## config.mk

```make
export PLATFORM = sky130hd
export DESIGN_NAME = ibex_noc_arbiter
export DESIGN_NICKNAME = d
export VERILOG_FILES = /design/src/rtl/ibex_noc_arbiter.sv
export SDC_FILE = /design/constraint.sdc
export NUM_CORES = 1
export LEC_CHECK = 0
export BUFFER_PORTS_ARGS = -buffer_cell sky130_fd_sc_hd__clkbuf_2
export CAP_MARGIN = 5
export CORE_AREA = 2 2 271 273
export CTS_CLUSTER_DIAMETER = 120
export DETAILED_ROUTE_END_ITERATION = 16
export DIE_AREA = 0 0 273 275
export GPL_ROUTABILITY_DRIVEN = 0
export SLEW_MARGIN = 30
export SYNTH_ARGS = -nofsm -noshare
export SYNTH_HDL_FRONTEND = slang
export SYNTH_SLANG_ARGS = --single-unit
```

## constraint.sdc

```tcl
create_clock -name clk_i -period 2.9 [get_ports clk_i]
set_clock_uncertainty 0.15 [all_clocks]
set_input_delay 0.58 -clock clk_i [delete_from_list [all_inputs] [get_ports clk_i]]
set_output_delay 0.58 -clock clk_i [all_outputs]
set_load 0.05 [all_outputs]
```

## src/rtl/ibex_noc_arbiter.sv

```systemverilog
// Round-robin arbiter that serialises per-core messages onto one NoC egress link.
// Ports: clk_i/rst_ni, req_i/gnt_o plus per-requester len/data/addr/core fields,
// noc_* flit stream (valid/ready, data, head, last, src) and busy_o.
// Optional IBEX_NOC_ARB_STATS_EN adds msg_count_o / stall_count_o (saturating).
module ibex_noc_arbiter #(
  parameter int NumReq = 4,
  parameter int SrcW   = $clog2(NumReq)
) (
  input  logic                          clk_i,
  input  logic                          rst_ni,
  input  logic [NumReq-1:0]             req_i,
  output logic [NumReq-1:0]             gnt_o,
  input  logic [NumReq-1:0][1:0]        len_i,
  input  logic [NumReq-1:0][3:0][31:0]  data_i,
  input  logic [NumReq-1:0][15:0]       addr_i,
  input  logic [NumReq-1:0][15:0]       core_i,
  output logic                          noc_valid_o,
  input  logic                          noc_ready_i,
  output logic [31:0]                   noc_data_o,
  output logic                          noc_head_o,
  output logic                          noc_last_o,
  output logic [SrcW-1:0]               noc_src_o,
  output logic                          busy_o
`ifdef IBEX_NOC_ARB_STATS_EN
  ,
  output logic [31:0]                   msg_count_o,
  output logic [31:0]                   stall_count_o
`endif
);

  typedef enum logic [1:0] {
    Idle,
    Head,
    Payload
  } state_e;

  state_e state_q, state_d;

  logic [SrcW-1:0]  rr_q;
  logic [SrcW-1:0]  win;
  logic [SrcW-1:0]  rr_nxt;
  logic             any_req;
  logic             grant_ev;
  logic             is_last;

  logic [1:0]       len_q;
  logic [3:0][31:0] words_q;
  logic [15:0]      addr_q;
  logic [15:0]      core_q;
  logic [SrcW-1:0]  src_q;
  logic [1:0]       idx_q;

  function automatic logic [SrcW-1:0] rr_idx(
    input logic [SrcW-1:0] base,
    input int              off
  );
    int s;
    s = int'(base) + off;
    if (s >= NumReq) s = s - NumReq;
    return SrcW'(s);
  endfunction

  // First pending requester at or after rr_q, wrapping past the top.
  always_comb begin
    any_req = 1'b0;
    win     = '0;
    for (int i = 0; i < NumReq; i++) begin
      if (!any_req && req_i[rr_idx(rr_q, i)]) begin
        any_req = 1'b1;
        win     = rr_idx(rr_q, i);
      end
    end
  end

  assign rr_nxt   = (win == SrcW'(NumReq - 1)) ? '0 : win + SrcW'(1);
  assign grant_ev = (state_q == Idle) && any_req;
  assign is_last  = (idx_q == len_q);

  always_ff @(posedge clk_i or negedge rst_ni) begin
    if (!rst_ni) begin
      state_q <= Idle;
    end else begin
      state_q <= state_d;
    end
  end

  always_comb begin
    state_d = state_q;
    unique case (state_q)
      Idle:    if (any_req) state_d = Head;
      Head:    if (noc_ready_i) state_d = Payload;
      Payload: if (noc_ready_i && is_last) state_d = Idle;
      default: state_d = Idle;
    endcase
  end

  always_ff @(posedge clk_i or negedge rst_ni) begin
    if (!rst_ni) begin
      rr_q    <= '0;
      len_q   <= '0;
      words_q <= '0;
      addr_q  <= '0;
      core_q  <= '0;
      src_q   <= '0;
      idx_q   <= '0;
    end else if (grant_ev) begin
      rr_q    <= rr_nxt;
      len_q   <= len_i[win];
      words_q <= data_i[win];
      addr_q  <= addr_i[win];
      core_q  <= core_i[win];
      src_q   <= win;
      idx_q   <= '0;
    end else if (state_q == Head && noc_ready_i) begin
      idx_q   <= '0;
    end else if (state_q == Payload && noc_ready_i && !is_last) begin
      idx_q   <= idx_q + 2'd1;
    end
  end

  // Grant is gated by reset so nothing is captured while held in reset.
  always_comb begin
    gnt_o       = '0;
    noc_valid_o = 1'b0;
    noc_head_o  = 1'b0;
    noc_last_o  = 1'b0;
    noc_data_o  = '0;
    noc_src_o   = '0;
    busy_o      = 1'b0;
    if (grant_ev && rst_ni) gnt_o[win] = 1'b1;
    unique case (state_q)
      Head: begin
        noc_valid_o = 1'b1;
        noc_head_o  = 1'b1;
        noc_data_o  = {core_q, addr_q};
        noc_src_o   = src_q;
        busy_o      = 1'b1;
      end
      Payload: begin
        noc_valid_o = 1'b1;
        noc_last_o  = is_last;
        noc_data_o  = words_q[idx_q];
        noc_src_o   = src_q;
        busy_o      = 1'b1;
      end
      default: ;
    endcase
  end

`ifdef IBEX_NOC_ARB_STATS_EN
  always_ff @(posedge clk_i or negedge rst_ni) begin
    if (!rst_ni) begin
      msg_count_o   <= '0;
      stall_count_o <= '0;
    end else begin
      if (noc_valid_o && noc_ready_i && noc_last_o &&
          msg_count_o != 32'hFFFF_FFFF)
        msg_count_o <= msg_count_o + 32'd1;
      if (noc_valid_o && !noc_ready_i &&
          stall_count_o != 32'hFFFF_FFFF)
        stall_count_o <= stall_count_o + 32'd1;
    end
  end
`endif

endmodule

```

==> results.md <==
| Metric | This run | Unit |
|---|---|---|
| Minimum period implied by the final worst setup slack | 2.963 | ns |
| Synth Register Bits | 170 | - |
| Average via count per standard cell | 4.487 | - |
| Area Growth Syn to Fin | 51.03 | % |
| Fraction of power consumed by sequential logic | 25.2 | % |
| Worst rel slew slack | 50.86 | % |
| Worst Path Max Fanout | 6 | - |
| Detail Route Antenna Nets | 0 | - |
| Fraction of the yosys area taken by sequential cells | 36.52 | % |
| Clk pin slew, worst setup/hold paths | 0.08 | ns |
| Leakage | 8.124 | nW |
| Vias in the first global route | 12252 | - |
| Max-slew violation count | 0 | - |
| Placed instance area | 16550 | um2 |
| Number of ports placed on the die boundary | 697 | - |
| Share of total power in the clock network | 12.2 | % |
| Clock sink count | 170 | - |
| Total global-route track usage | 15.31 | % |
| Data arrival time of the critical path | 2.23 | ns |
| H-tree levels | 4 | - |
| Violations in the final reports | negative setup slack | - |
| Most common library cell in the layout ignoring fill and taps | sky130_fd_sc_hd__clkbuf_2 | - |
| Post-route setup slack | -0.06306 | ns |
| Number of iterations in the first detailed-routing pass | 4 | - |
| Share of flip-flops with an asynchronous set or reset after synthesis | 100.0 | % |
| Wire length of the first global-routing pass | 82420 | um |
| Proportion of netlist area held by the largest area contributor | 36.52 | % |
| Port bufs | 696 | - |
| Root buffer cell | sky130_fd_sc_hd__clkbuf_16 | - |
| Count of final hold-check violations | 0 | - |
| Synth top area cells | sky130_fd_sc_hd__dfrtp_1 (37%), sky130_fd_sc_hd__mux2i_1 (14%), sky130_fd_sc_hd__a221oi_2 (8.9%) | - |
| Data required time at the worst endpoint | 2.17 | ns |
| Net count, final | 2434 | - |
| Starting utilization of the core area | 16.10 | % |
| Synthesized Nets | 1771 | - |
| Post-synth EDFFs | 0 | - |
| Internal power contribution | 10.04 | mW |
| Total negative slack | -0.4938 | ns |
| Transition time at the pin with the least slew margin | 0.7371 | ns |
| Combinational cell fraction of total power | 62.6 | % |
| Final period util | 102.2 | % |
| Final cell area excluding filler cells | 17590 | um2 |
| Maximum clock insertion buffer count | 2 | - |
| Min-delay worst type | in -> reg | - |
| Total number of vias | 12363 | - |
| Worst Setup Start Kind | flip-flop | - |
| Wire length after detailed routing | 60010 | um |
| Leading cell types in the layout, fill and taps excluded | sky130_fd_sc_hd__clkbuf_2 (661), sky130_fd_sc_hd__dfrtp_1 (167), sky130_fd_sc_hd__nor2_1 (166) | - |
| Highest Clock Rate | 337.5 | MHz |
| Pwr Density | 1105 | nW/um2 |
| Die extent in x | 273 | um |
| Number of remaining DRC errors | 0 | - |
| Synth Instances | 1111 | - |
| Total number of placement rows | 99 | - |
| Met3 Routed Length | 4089 | um |
| VDD IR-drop max | 525.9 | uV |
| Die Y-Extent | 275 | um |
| Number of setup violations in the final report | 18 | - |
| Final-layout worst hold slack | 0.2339 | ns |
| Setup Crit Path Kind | reg -> out | - |
| Top cell type by total area after synthesis | sky130_fd_sc_hd__dfrtp_1 | - |
| Number of max-capacitance violations reported | 0 | - |
| Post-Layout Cell Count | 2755 | - |
| Highest metal layer with signal wires | met5 | - |
| Setup repair after global routing missed its margin | yes | - |
| Clock insertion delay at the later pin of the skew report | 0.47 | ns |
| Unique masters post-synth | 39 | - |
| Initial antenna violation count | 12 | - |
| Die area | 75080 | um2 |
| Switching part of the total power | 48.34 | % |
| Most instantiated flip-flop cell in the synthesis netlist | sky130_fd_sc_hd__dfrtp_1 | - |
| Warning count from the yosys run | 0 | - |
| Largest net degree at the start of global routing | 82 | - |
| Number of DRC markers after the initial detailed-route iteration | 594 | - |
| Met1 WL | 26510 | um |
| Fraction of layout instances using a drive strength above 1 | 54.17 | % |
| Cell Area, Synth | 11650 | um2 |
| Met2 layer wire length in the routed design | 27840 | um |
| Overflow after GRT | 0 | - |
| Result of the run | finished with violations | - |
| Cell Count Post-Placement | 2707 | - |
| WL/cell | 21.78 | um |
| Crit path capture type | output port | - |
| Switching Power | 9.396 | mW |
| Total Power Consumption | 19.44 | mW |
| DPL Wire Length | 49350 | um |
| Num CTS Buffers | 17 | - |
| Core area | 72340 | um2 |
| Syn avg cell area | 10.49 | um2 |
| TritonCTS clock tree | done | - |
worst max-delay path, stage by stage, from the launching register on:
cell and delay (ns):
sky130_fd_sc_hd__dfrtp_4 0.48, sky130_fd_sc_hd__buf_12 0.14, sky130_fd_sc_hd__buf_16 0.14, sky130_fd_sc_hd__mux4_2 0.56, sky130_fd_sc_hd__a22oi_1 0.19, sky130_fd_sc_hd__nor2b_2 0.07, sky130_fd_sc_hd__clkbuf_8 0.18
Yosys cell counts, types with 5 or more instances:
master,number
sky130_fd_sc_hd__buf_4,23
sky130_fd_sc_hd__buf_6,10
sky130_fd_sc_hd__buf_2,39
sky130_fd_sc_hd__nor2b_1,34
sky130_fd_sc_hd__a22oi_1,32
sky130_fd_sc_hd__dfrtp_1,170
sky130_fd_sc_hd__a21oi_1,7
sky130_fd_sc_hd__a221oi_1,93
sky130_fd_sc_hd__nand2_1,9
sky130_fd_sc_hd__o22ai_1,163
sky130_fd_sc_hd__ha_1,5
sky130_fd_sc_hd__mux2i_1,163
sky130_fd_sc_hd__mux4_2,32
sky130_fd_sc_hd__nor2_1,166
sky130_fd_sc_hd__buf_1,13
sky130_fd_sc_hd__clkbuf_1,45
sky130_fd_sc_hd__a221oi_2,69
worst paths after layout:
kind,end,start,depth (start not counted),slack [ns]
worst max-delay path,noc_data_o[23],idx_q[0],6,-0.06
worst min-delay path,words_q[37],data_i[293],3,0.23
worst max register to register,len_q[1],rr_q[1],7,0.47
worst min register to register,src_q[0],src_q[0],2,0.33
max in group asynchronous,core_q[7],rst_ni,4,0.87
min in group asynchronous,addr_q[0],rst_ni,2,0.45
layer usage:
metal / track usage, % / up-vias
met5: 0 / -
met4: 5.292 / 4
met3: 3.579 / 61
met2: 24.32 / 517
met1: 20.32 / 6003
li1: - / 5778
registers in the layout (all words and copies together), names as in the netlist:
| register | flops |
|---|---|
| words_q | 128 |
| addr_q | 16 |
| core_q | 16 |
| idx_q | 2 |
| len_q | 2 |
| rr_q | 2 |
| src_q | 2 |
| state_q | 2 |
power by group through the flow:
stage	Clock, mW	Combinational [mW]	Sequential, mW
detailed placement	0	11.6	4.97
global placement	0	11.5	4.97
finish	2.38	12.2	4.90
global route	2.57	13.2	5.08
floorplan	0	8.21	4.11
CTS	2.50	12.2	4.95
metrics by stage:
stage / setup slack [ns] / utilization [%]
after floorplan: 0.01751 / -
after global placement: 0.2039 / 22.87
after detailed placement: 0.2050 / 22.87
after CTS: -0.1639 / 24.23
after global routing: -0.1796 / 24.32
final: -0.06306 / 24.32
kinds of logic (layout without fill, tap and decap cells):
family | count (synthesis) | count (layout) | share of synthesized area [%]
DFF | 170 | 170 | 36.52
adders and majority gates | 5 | 5 | 0.5370
muxes | 196 | 196 | 20.29
and+or+nand+nor | 226 | 226 | 8.474
AOI/OAI and AO/OA | 379 | 379 | 27.95
buffers and inverters | 133 | 809 | 6.090
xor gates and xnor gates | 2 | 2 | 0.1504
other | 0 | 9 | 0
timing repair:
| item | in CTS | in global routing |
|---|---|---|
| hold buffers | 1 | 0 |
| resized for setup | 73 | 13 |
| endpoints found under the hold margin | 27 | 0 |
| setup buffers | 2 | 2 |
| endpoints found under the setup margin | 34 | 35 |
| pin swaps | 1 | 1 |
| gates cloned | 2 | 0 |
final cells by class:
cell class | count | area, um2
Fill cell | 7879 | 54750
Multi-Input combinational cell | 808 | 6912
Clock buffer | 18 | 439.2
Timing Repair Buffer | 774 | 4603
Sequential cell | 170 | 4260
Tap cell | 959 | 1200
Antenna cell | 9 | 22.52
Inverter | 3 | 11.26
Clock inverter | 14 | 146.4
(Power assumes the default switching activity.)
